$ cat config.mk
export PLATFORM = sky130hd
export DESIGN_NAME = gpu_pixel_reader
export DESIGN_NICKNAME = d
export VERILOG_FILES = /design/src/rtl/gpu_pkg.sv /design/src/rtl/gpu_pixel_fifo.sv /design/src/rtl/gpu_pixel_reader.sv
export SDC_FILE = /design/constraint.sdc
export NUM_CORES = 1
export LEC_CHECK = 0
export BUFFER_PORTS_ARGS = -buffer_cell sky130_fd_sc_hd__buf_2
export CAP_MARGIN = 0
export CORE_UTILIZATION = 40
export DETAILED_ROUTE_END_ITERATION = 10
export PLACE_DENSITY = 0.69
export SLEW_MARGIN = 25
export SYNTH_ARGS = -nofsm -noshare
export SYNTH_HDL_FRONTEND = slang
export SYNTH_SLANG_ARGS = --single-unit
export TNS_END_PERCENT = 50
$ cat constraint.sdc
create_clock -name clk -period 3.4 [get_ports clk]
set_clock_uncertainty 0.2 [all_clocks]
set_input_delay 0.51 -clock clk [delete_from_list [all_inputs] [get_ports clk]]
set_output_delay 0.51 -clock clk [all_outputs]
set_load 0.05 [all_outputs]
$ cat src/rtl/gpu_pkg.sv
// Shared GPU pixel-path definitions: widths, sys port constants and reader FSM states.
package gpu_pkg;

    localparam int PIXEL_W    = 24;
    localparam int ADDR_W     = 32;
    localparam int POS_W      = 16;
    localparam int LEN_W      = 24;
    localparam int SYS_DATA_W = PIXEL_W;
    localparam int SYS_ADDR_W = ADDR_W;

    typedef enum logic [2:0] {
        IDLE,
        LOAD,
        WAIT,
        STREAM,
        DRAIN,
        DONE
    } rd_state_t;

endpackage

$ cat src/rtl/gpu_pixel_fifo.sv
// Synchronous first-word-fall-through FIFO; dout always shows the head entry.
module gpu_pixel_fifo #(
    parameter int DEPTH = 8,
    parameter int WIDTH = 24
) (
    input  logic                       clk,
    input  logic                       rst,
    input  logic                       push,
    input  logic [WIDTH-1:0]           din,
    input  logic                       pop,
    output logic [WIDTH-1:0]           dout,
    output logic [$clog2(DEPTH):0]     count
);

    localparam int AW = $clog2(DEPTH);
    localparam int CW = AW + 1;

    logic [WIDTH-1:0] mem [DEPTH];
    logic [AW-1:0]    wr_ptr;
    logic [AW-1:0]    rd_ptr;
    logic             do_push;
    logic             do_pop;

    // A push into a full FIFO is accepted only when the head leaves in the same cycle.
    assign do_pop  = pop && (count != '0);
    assign do_push = push && ((count != CW'(DEPTH)) || do_pop);
    assign dout    = mem[rd_ptr];

    always_ff @(posedge clk) begin
        if (do_push) begin
            mem[wr_ptr] <= din;
        end
    end

    always_ff @(posedge clk) begin
        if (rst) begin
            wr_ptr <= '0;
            rd_ptr <= '0;
            count  <= '0;
        end else begin
            if (do_push) begin
                wr_ptr <= wr_ptr + 1'b1;
            end
            if (do_pop) begin
                rd_ptr <= rd_ptr + 1'b1;
            end
            case ({do_push, do_pop})
                2'b10:   count <= count + 1'b1;
                2'b01:   count <= count - 1'b1;
                default: count <= count;
            endcase
        end
    end

endmodule

$ cat src/rtl/gpu_pixel_reader.sv
// Fetches a linear run of pixels from the SDRAM sys read port and streams them
// to a consumer through a credit-limited FWFT FIFO.
module gpu_pixel_reader
    import gpu_pkg::*;
#(
    parameter int H_DISP     = 0,
    parameter int V_DISP     = 0,
    parameter int LOAD_WAIT  = 4,
    parameter int FIFO_DEPTH = 8
) (
    input  logic                  clk,
    input  logic                  rst,
    input  logic [POS_W-1:0]      xpos,
    input  logic [POS_W-1:0]      ypos,
    input  logic [LEN_W-1:0]      len,
    input  logic                  start,
    output logic                  busy,
    output logic                  done,
    output logic [PIXEL_W-1:0]    pix_data,
    output logic                  pix_valid,
    input  logic                  pix_ready,
    input  logic                  sysVaild,
    input  logic [SYS_DATA_W-1:0] sysReadData,
    output logic                  sysLoad,
    output logic                  sysReadEnable,
    output logic [SYS_ADDR_W-1:0] sysAddrMin,
    output logic [SYS_ADDR_W-1:0] sysAddrMax
);

    localparam int CNT_W = $clog2(FIFO_DEPTH) + 1;

    rd_state_t          state;
    logic [LEN_W-1:0]   run_len;
    logic [LEN_W-1:0]   issued;
    logic [LEN_W-1:0]   delivered;
    logic [15:0]        wait_cnt;
    logic               inflight;
    logic [CNT_W-1:0]   fifo_count;
    logic [PIXEL_W-1:0] fifo_head;
    logic [CNT_W:0]     credit_used;
    logic               pop;

    // Consumer handshake: a pixel transfers on any cycle with pix_valid & pix_ready;
    // pix_data is the FIFO head and holds while pix_valid & !pix_ready.
    assign pix_valid = (fifo_count != '0);
    assign pix_data  = pix_valid ? fifo_head : '0;
    assign pop       = pix_valid && pix_ready;

    // The word in flight already owns a FIFO slot, so the FIFO can never overflow.
    assign credit_used   = {1'b0, fifo_count} + {{CNT_W{1'b0}}, inflight};
    assign sysReadEnable = (state == STREAM) && sysVaild && (issued < run_len)
                           && (credit_used < (CNT_W + 1)'(FIFO_DEPTH));

    gpu_pixel_fifo #(
        .DEPTH (FIFO_DEPTH),
        .WIDTH (PIXEL_W)
    ) u_fifo (
        .clk   (clk),
        .rst   (rst),
        .push  (inflight),
        .din   (sysReadData),
        .pop   (pop),
        .dout  (fifo_head),
        .count (fifo_count)
    );

    always_ff @(posedge clk) begin
        if (rst) begin
            state      <= IDLE;
            busy       <= 1'b0;
            done       <= 1'b0;
            sysLoad    <= 1'b0;
            sysAddrMin <= '0;
            sysAddrMax <= '0;
            run_len    <= '0;
            issued     <= '0;
            delivered  <= '0;
            wait_cnt   <= '0;
            inflight   <= 1'b0;
        end else begin
            sysLoad  <= 1'b0;
            inflight <= sysReadEnable;
            if (sysReadEnable) begin
                issued <= issued + 1'b1;
            end
            if (pop) begin
                delivered <= delivered + 1'b1;
            end

            unique case (state)
                IDLE: begin
                    if (start) begin
                        run_len   <= len;
                        issued    <= '0;
                        delivered <= '0;
                        if (len == '0) begin
                            state <= DONE;
                            done  <= 1'b1;
                        end else begin
                            state      <= LOAD;
                            busy       <= 1'b1;
                            sysLoad    <= 1'b1;
                            sysAddrMin <= ADDR_W'(xpos) + ADDR_W'(ypos) * ADDR_W'(H_DISP);
                            sysAddrMax <= ADDR_W'(H_DISP) * ADDR_W'(V_DISP + 1);
                        end
                    end
                end
                LOAD: begin
                    state    <= WAIT;
                    wait_cnt <= '0;
                end
                WAIT: begin
                    if (wait_cnt == 16'(LOAD_WAIT - 1)) begin
                        state <= STREAM;
                    end else begin
                        wait_cnt <= wait_cnt + 1'b1;
                    end
                end
                STREAM: begin
                    if (issued == run_len) begin
                        state <= DRAIN;
                    end
                end
                DRAIN: begin
                    if (delivered == run_len) begin
                        state <= DONE;
                        busy  <= 1'b0;
                        done  <= 1'b1;
                    end
                end
                DONE: begin
                    if (!start) begin
                        state <= IDLE;
                        done  <= 1'b0;
                    end
                end
                default: state <= IDLE;
            endcase
        end
    end

endmodule

## Yosys cells after proc, flatten, opt, wreduce, memory -nomap -nowiden

Memory sizes are Yosys's and may differ from the RTL's. A register that Yosys moved wholly into a read port is not among the register bits.
Cells that the tools add are included.
W data, S select, Z words.

- Bits in registers: 121
- Bits in writable memories: 192
- Input port bits: 85
- Memories: 1

Memories:

| name | words | bits a word | rd ports | clocked after memory_dff | write ports | RTL line | RTL |
|---|---|---|---|---|---|---|---|
| u_fifo.mem | 8 | 24 | 1 | 1 | 1 | gpu_pixel_fifo.sv:18 | `logic [WIDTH-1:0] mem [DEPTH];` |

- Add/subtract/negate cells: 8
- Order comparisons: 2
- Equality and inequality tests: 19
- Multiplexer cells: 31
- Bitwise operators: 3
- Reductions and logical operators: 21

Operator list:

| operator | count |
|---|---|
| $mux W24 | 7 |
| $add A24 B1 Y24 const B | 2 |
| $eq A24 B24 Y1 | 2 |
| $pmux W16 S2 | 1 |
| $logic_not A24 Y1 | 1 |
| $lt A24 B24 Y1 | 1 |
| $mux W3 | 8 |
| $pmux W3 S6 | 1 |
| $add A16 B1 Y16 const B | 1 |
| $eq A16 B2 Y1 const B | 1 |
| $mux W16 | 1 |
| $ne A2 B2 Y1 const B | 7 |
| $mux W1 | 10 |
| $reduce_and A5 Y1 | 2 |
| $pmux W4 S2 | 1 |
| $add A3 B1 Y3 const B | 2 |
| $eq A3 B2 Y1 const B | 2 |
| $eq A3 B3 Y1 const B | 2 |
| $logic_and A1 B1 Y1 | 6 |
| $reduce_bool A2 Y1 | 3 |
| $add A4 B1 Y5 | 1 |
| $lt A5 B4 Y1 const B | 1 |
| $add A4 B1 Y4 const B | 1 |
| $ne A4 B4 Y1 const B | 1 |
| other kinds (16) | 19 |

## Logic depth before layout (Yosys ltp)

Gate-level depths: netlist of the first run.

- Depth after elaboration: 7
- Gate-level depth with buffers: 12
- Mapped depth without buffers: 10

## Modules after synthesis

A second synthesis of the first run with hierarchy kept.

- Cell total of the unflattened synthesis: 1110
- Area, all modules: 14082.3 um^2

By module, submodules not included:

| module | times used | cells each | area an instance (um^2) |
|---|---|---|---|
| gpu_pixel_fifo | 1 | 351 | 7877.6 |
| gpu_pixel_reader | 1 | 759 | 6204.7 |

## Worst setup path before layout of the first run

No wires, ideal clock.

- Kind: in2reg
- Start point: input port pix_ready
- End point: memory u_fifo.mem[0][0] (enable)
- Setup time: 435 ps
- Data arrival time: 2726 ps
- Slack: 39 ps
- Cell stages on the path: 4
- Path buffers: 0
- Path through: nand2b_1 -> o41ai_1 -> or2_2 -> nor3_1

- Word-level cells in the longest chain between the ends: 6

Ends and longest elaborated chain:

| element | RTL line | RTL |
|---|---|---|
| start: declaration | gpu_pixel_reader.sv:21 | `input logic pix_ready,` |
| $logic_and A1 B1 Y1 | gpu_pixel_reader.sv:47 | `assign pop = pix_valid && pix_ready;` |
| $logic_and A1 B1 Y1 | gpu_pixel_fifo.sv:25 | `assign do_pop = pop && (count != '0);` |
| $logic_or A1 B1 Y1 | gpu_pixel_fifo.sv:26 | `assign do_push = push && ((count != CW'(DEPTH)) \|\| do_pop);` |
| $logic_and A1 B1 Y1 | gpu_pixel_fifo.sv:26 |  |
| $mux W1 | gpu_pixel_fifo.sv:30 | `if (do_push) begin` |
| $mux W1 (implied by the code) | gpu_pixel_fifo.sv:31 | `mem[wr_ptr] <= din;` |
| end: declaration | gpu_pixel_fifo.sv:18 |  |

Every way passes these cells.

## Worst setup path in the final report of the first run

- Start point: register run_len[21]
- End point: output port sysReadEnable

- Word-level cells in the longest chain between the ends: 3

Ends and longest elaborated chain:

| element | RTL line | RTL |
|---|---|---|
| start: declaration | gpu_pixel_reader.sv:33 | `logic [LEN_W-1:0] run_len;` |
| start signal: assignment | gpu_pixel_reader.sv:93 | `run_len <= len;` |
| $lt A24 B24 Y1 | gpu_pixel_reader.sv:51 | `assign sysReadEnable = (state == STREAM) && sysVaild && (issued < run_len)` |
| $logic_and A1 B1 Y1 | gpu_pixel_reader.sv:51 |  |
| $logic_and A1 B1 Y1 | gpu_pixel_reader.sv:52 | `&& (credit_used < (CNT_W + 1)'(FIFO_DEPTH));` |
| end: declaration | gpu_pixel_reader.sv:25 | `output logic sysReadEnable,` |

Every way passes these cells.

==> reports/qor.txt, run 1 <==
outcome: complete, no violations
Max Slew Vio Count: 0
DR vias/cell: 5.22
Worst Path Required: 2.69 ns
Reg area: 8280 sq um
peak supply drop: 459 uV
fin crit share: 0.982
Residual DRC: 0
Final Util: 0.480
ys async rst share: 0
CP startpoint kind: flip-flop
Yosys reg bits: 316
hold crit path type: in -> reg
Fill cells: 2965
measured slew at the worst slew-check pin: 0.727 ns
post-synthesis adder-cell area fraction: 0.0293
final setup margin: 0.0617 ns
Setup CP Type: reg -> out
CP arrival: 2.63 ns
H-tree levels: 2
root buf cell: clkbuf_16
post-placement cell area: 15000 sq um
Die W: 189 um
Place WS: 0.429 ns
Hold Buf Count CTS: 0
via count: 9036
worst-path fanout max: 4
worst-case reg-to-reg path depth: 9
Clk network pwr share: 0.312
synthesis-to-layout area growth: 16.7%
Total Nets Final: 1372
number of synthesized flops with an enable pin: 192
latest clock arrival within the worst-skew pair: 0.52 ns
leakage power: 0.00581 uW
first-pass GRT wire length: 47200 um
Compound-Gate Fraction of Synth Area: 0.0579
Power Density: 705 nW/um^2
row count: 67
Distinct cells, synth: 58
total track usage: 0.167
post-synthesis mux area share: 0.109
timing endpoint of the critical path: sysReadEnable
area leader, netlist: edfxtp_1
gr ovfl total: 0
Reg power frac: 0.390
RSZ-0062 raised after global routing: no
WL final: 29400 um
Clock transition at path regs: 0.06 ns
total clock sinks: 316
sw power: 4020 uW
First-pass DRT Iterations: 5
internal power: 7430 uW
GP Congestion: 0.817
Num CTS Buffers: 35
top_reg_cell synth: edfxtp_1
post-route cell area: 16200 sq um
post-DP HPWL: 19400 um
Synth Area in XOR/XNOR: 0.0371
DR WL/cell: 17.0 um
largest net degree at the start of global routing: 63
crit path from: run_len[21]
Ports: 178
Syn Inst Count: 1114
Multi-input gate area: 5220 sq um
Port Buffer Count: 113
worst reg2reg endpoint: issued[20]
Die Span Y: 189 um
initial cell density of the core: 0.411
clk buf depth: 3
Switching Fraction: 0.351
area share of the largest cell type after synthesis: 0.414
endpoint class of the critical path: primary output
Final ANT Viol Nets: 0
Core Area: 33900 sq um
Syn. warnings: 0
share of layout cells above drive strength 1: 0.232
CTS tree: done
DRT iter0 DRCs: 636
R2R Setup Slk: 0.36 ns
Max Cap Violations: 0
vias in the first global route: 8897
Mean Syn Cell Area: 12.5 sq um
combinational power share: 0.298
final hold vios: 0
largest family of logic cells by synthesized area: simple AND/OR/NAND/NOR gates
fin crit period: 3.34 ns
register area share after synthesis: 0.592
final setup fails: 0
Power Total: 11500 uW
initial antenna violation count: 2
Die ar.: 35600 sq um
fmax: 300 MHz
Synth Area in Simple Gates: 0.121
Slew HR: 0.513
final setup TNS: 0 ns
Mapped Area: 13900 sq um
r2r startpoint: run_len[6]
largest cells by area after synthesis: edfxtp_1 41%, dfxtp_1 18%, mux4_2 7.8%, mux2i_1 3.2%, ha_1 2.8%
[flip-flops by register name, indices dropped and copies added, names as in the netlist, named ones only]
signal and cells:
u_fifo.rd_ptr 3, u_fifo.count 4, sysAddrMin 16, delivered 24, issued 24, sysLoad 1
busy 1, u_fifo.mem 192, done 1, inflight 1, state 3, run_len 24
u_fifo.wr_ptr 3, wait_cnt 16
[metrics by stage]
stage               hold WS, ns  instances
finish                   0.0256       1730
global route             0.0245       1730
CTS                     0.00537       1725
detailed placement        0.268       1661
global placement          0.256       1661
floorplan                 0.249       1161
[repair_timing]
action	CTS	global route
cloned	0	0
setup buffers	1	4
pin swaps	2	3
gates resized for setup	8	18
setup endpoints to repair	1	1
[synthesized netlist by cell type (all sizes together), types with 2 or more instances]
cell type    n
nand3       25
nor3        12
nor2       101
a21oi       69
ha          31
nor4        15
and2         4
edfxtp     192
dfxtp      124
nand2       91
and3         8
xor2        33
nor3b        2
o211ai       4
or3         19
or4         16
inv         44
xnor2       26
o21ai       22
nor2b        4
a221oi       3
and4         5
nand2b       8
mux2i       44
mux4        48
o31ai       11
clkbuf      31
buf         66
nand4       29
a211oi       5
a21o         4
[worst max-delay path, stage by stage (launching register included)]
cell	delay, ns
dfxtp_2	0.34
inv_1	0.10
ha_4	0.28
nand4_2	0.11
or4_4	0.56
a311o_4	0.42
nand3_4	0.09
inv_2	0.06
buf_6	0.15
[layout by cell type, fill, tap and decap left out, drive strengths merged, types with 5 or more instances in the layout]
cell type / instances
or3: 19
nor4: 15
nand2: 91
o31ai: 11
nor3: 12
dfxtp: 124
xor2: 33
inv: 47
mux2i: 44
xnor2: 26
ha: 31
a21oi: 69
buf: 154
a211oi: 5
nand2b: 8
conb: 48
clkinv: 16
and3: 8
nor2: 101
nand3: 25
mux4: 48
edfxtp: 192
nand4: 29
and4: 5
clkbuf: 43
or4: 16
o21ai: 22
[area by class of cell]
class	instances	share of cell area
antenna	1	0.000154
clock buffer	43	0.0576
clock inverter	20	0.0104
inverter	44	0.0102
multi-input combinational	704	0.321
sequential	316	0.509
tap	448	0.0345
timing repair buffer	154	0.0564
[worst min-delay path by stage]
stage	depth (start not counted)	to	startpoint
finish	3	sysAddrMin[1]	xpos[1]
global placement	2	wait_cnt[1]	wait_cnt[1]
CTS	3	sysAddrMin[1]	xpos[1]
floorplan	2	wait_cnt[1]	wait_cnt[1]
global route	3	sysAddrMin[6]	xpos[6]
detailed placement	2	busy	busy
[logic make-up after synthesis]
| kind of cell | count (synthesis) |
|---|---|
| compound gates | 131 |
| mux | 92 |
| simple gates | 342 |
| buf+inv | 141 |
| other cells | 1 |
| xor+xnor | 59 |
| fa+ha+maj | 32 |
| flops | 316 |
[power by group through the flow]
stage / clock network, uW / logic, uW / registers (uW)
global placement: 0 / 3330 / 4540
global route: 3820 / 3640 / 4510
detailed placement: 0 / 3360 / 4550
floorplan: 0 / 2500 / 4580
finish: 3570 / 3410 / 4470
CTS: 3670 / 3400 / 4470
[routing by layer]
layer | global-route usage | part of all wire | up-vias
met3 | 0.0255 | 0.045 | 42
met2 | 0.279 | 0.50 | 264
met4 | 0.0518 | 0.021 | 2
li1 | - | - | 4302
met5 | 0 | 0.00058 | -
met1 | 0.223 | 0.44 | 4426
Note: power is estimated with default switching activity, not from simulation.
==> run 2, diff against run 1 <==
--- a/config.mk
+++ b/config.mk
@@ -7,9 +7,11 @@
 export LEC_CHECK = 0
 export BUFFER_PORTS_ARGS = -buffer_cell sky130_fd_sc_hd__buf_2
 export CAP_MARGIN = 0
+export CORE_MARGIN = 2
 export CORE_UTILIZATION = 40
 export DETAILED_ROUTE_END_ITERATION = 10
 export PLACE_DENSITY = 0.69
+export SETUP_SLACK_MARGIN = 0.3
 export SLEW_MARGIN = 25
 export SYNTH_ARGS = -nofsm -noshare
 export SYNTH_HDL_FRONTEND = slang
==> run 2 against run 1 <==
  * Power is 0.40% lower
  * Final cell count is 0.52% higher
  * Sequential share of layout area shrank 0.37 points
  * Largest cell class unchanged
  * Largest power group unchanged
==> reports/qor.txt, run 2 (synthesis gave the netlist of run 1 again) <==
post-DP HPWL: 18700 um (-3.7%)
Fill cells: 3076 (+3.7%)
Reg area: 8290 sq um (+0.23%)
GP Congestion: 0.827 (+1.2%)
Multi-input gate area: 5330 sq um (+2.0%)
fin crit period: 3.19 ns (-0.151 ns)
Ports: 178 (unchanged)
outcome: complete, no violations
endpoint class of the critical path: primary output
root buf cell: clkbuf_16
Worst Path Required: 2.69 ns (about the same)
Num CTS Buffers: 34 (-2.9%)
DRT iter0 DRCs: 508 (-20%)
DR WL/cell: 17.0 um (about the same)
Power Density: 695 nW/um^2 (-1.4%)
Placed Cells incl. Taps: 1661 (unchanged)
final setup fails: 0 (unchanged)
GRT met3 Usage: 0.0302 (+0.00466)
timing endpoint of the critical path: sysReadEnable
latest clock arrival within the worst-skew pair: 0.51 ns (about the same)
most frequent cells in the layout: 192 x edfxtp_1, 112 x buf_2, 97 x dfxtp_1
Residual DRC: 0 (unchanged)
fmax: 314 MHz (+4.7%)
Non-Filler Instances: 1739 (+0.52%)
# diodes: 0 (-1)
first-pass GRT wire length: 46900 um (-0.75%)
CP arrival: 2.48 ns (-0.15 ns)
Setup CP Type: reg -> out
Die ar.: 36300 sq um (+2.1%)
crit path cell chain: inv_1, ha_4, nand4_1, or4_4, a311o_4, nand3_4, inv_2, buf_8
number of cells on the critical path: 8 (unchanged)
hold crit path type: in -> reg
DR vias/cell: 5.17 (-1.0%)
R2R Setup Slk: 0.42 ns (+0.06 ns)
Total Nets Final: 1376 (+0.29%)
gr ovfl total: 0 (unchanged)
WL final: 29600 um (+0.49%)
met1 Use GR: 0.218 (-0.00466)
fin crit share: 0.937 (-0.0444)
WP buf/inv: 3 (unchanged)
r2r startpoint: run_len[6]
worst-case reg-to-reg path depth: 10 (+1)
Max Slew Vio Count: 0 (unchanged)
Slowest-stage cell, CP: or4_4
clk buf depth: 3 (unchanged)
Hold Buf Count CTS: 0 (unchanged)
Biggest register: u_fifo.mem
peak supply drop: 401 uV (-13%)
worst reg2reg endpoint: issued[18]
worst-path fanout max: 3 (-1)
synthesis-to-layout area growth: 17.8%
Die Span Y: 191 um (+1.1%)
met2 Use GR: 0.272 (-0.00724)
Max Cap Violations: 0 (unchanged)
Port Buffer Count: 113 (unchanged)
RSZ-0062 raised after global routing: yes
initial cell density of the core: 0.404 (-0.00705)
total track usage: 0.163 (-0.00344)
Core Area: 34500 sq um (+1.7%)
share of layout cells above drive strength 1: 0.248 (+0.0166)
First-pass DRT Iterations: 6 (+1)
vias in the first global route: 8806 (-1.0%)
layer carrying the most global-route usage: met2
max FFs per register: 192 (unchanged)
Crit path largest cell delay: 0.57 ns (about the same)
H-tree levels: 2 (unchanged)
Crit path max-delay family: simple AND/OR/NAND/NOR gates
CP startpoint kind: flip-flop
most common cell after layout, fill and taps aside: edfxtp_1
via count: 8988 (-0.53%)
CTS tree: done
Slew HR: 0.395 (-0.118)
row count: 68 (+1.5%)
Clock transition at path regs: 0.06 ns (about the same)
crit path from: run_len[15]
leakage power: 0.00582 uW (+0.28%)
total clock sinks: 316 (unchanged)
Die W: 191 um (+1.1%)
measured slew at the worst slew-check pin: 0.900 ns (+0.173 ns)
final setup TNS: 0 ns (unchanged)
largest net degree at the start of global routing: 63 (unchanged)
final hold vios: 0 (unchanged)
initial antenna violation count: 2 (unchanged)
Final ANT Viol Nets: 0 (unchanged)
==> run 2: changes by cell type in the layout (fill, tap and decap cells not counted), moves of 2 or more <==
cell / change
dfxtp_1: -9
ha_1: -7
ha_4: +7
inv_1: -7
inv_2: +7
dfxtp_2: +6
clkbuf_1: +3
dfxtp_4: +3
buf_4: +2
clkinv_2: -2
inv_6: -2
==> run 2: final cells by class <==
cell class,count,area share
clock buffer,45,0.0569
tap,455,0.0347
multi-input combinational,704,0.325
timing repair buffer,159,0.0606
sequential,316,0.506
inverter,44,0.0101
clock inverter,16,0.00747
==> run 2: worst min path at each step <==
stage,slack [ns],end,from,cells after the start
finish,0.03,sysAddrMin[5],xpos[5],3
global route,0.04,sysAddrMin[2],xpos[2],3
CTS,0.02,sysAddrMin[5],xpos[5],3
detailed placement,0.27,busy,busy,2
global placement,0.26,busy,busy,2
floorplan,0.25,wait_cnt[1],wait_cnt[1],2
==> run 2: through the flow <==
step | utilization | hold WS [ns] | worst slack, ns | power [uW] | area (sq um)
2_1_floorplan | - | 0.249 | 0.185 | 7080 | 14100
3_3_place_gp | 0.435 | 0.261 | 0.468 | 7840 | 15000
3_5_place_dp | 0.435 | 0.267 | 0.458 | 7880 | 15000
4_1_cts | 0.475 | 0.0160 | 0.177 | 11500 | 16400
5_1_grt | 0.476 | 0.0367 | 0.134 | 11900 | 16400
6_report | 0.476 | 0.0316 | 0.213 | 11400 | 16400
==> run 2: worst reg2reg max path, stage by stage (launching register included) <==
cell and delay, ns:
dfxtp_1 0.39, inv_1 0.07, ha_1 0.31, a21o_1 0.18
a221oi_1 0.34, a311o_4 0.27, buf_4 0.13, nand4_2 0.28
buf_4 0.28, or3_1 0.34, a21oi_1 0.13
==> run 2: timing repair <==
action                                  in CTS  in global routing
pin swaps                                   11                  4
buffers inserted                            14                  3
endpoints found under the setup margin       4                 20
gates resized for setup                     53                  4
==> run 2: per-layer routing <==
| layer | vias to the layer above | part of all wire |
|---|---|---|
| met5 | - | 0.00091 |
| met4 | 4 | 0.022 |
| met3 | 49 | 0.047 |
| met2 | 218 | 0.49 |
| met1 | 4417 | 0.44 |
| li1 | 4300 | - |
==> run 2: report_power, final <==
| part | total, uW | internal (uW) | switching (uW) |
|---|---|---|---|
| Clock | 3490 | 2020 | 1470 |
| Sequential | 4410 | 4240 | 167 |
| Combinational | 3510 | 1170 | 2350 |
| Total | 11400 | 7430 | 3980 |
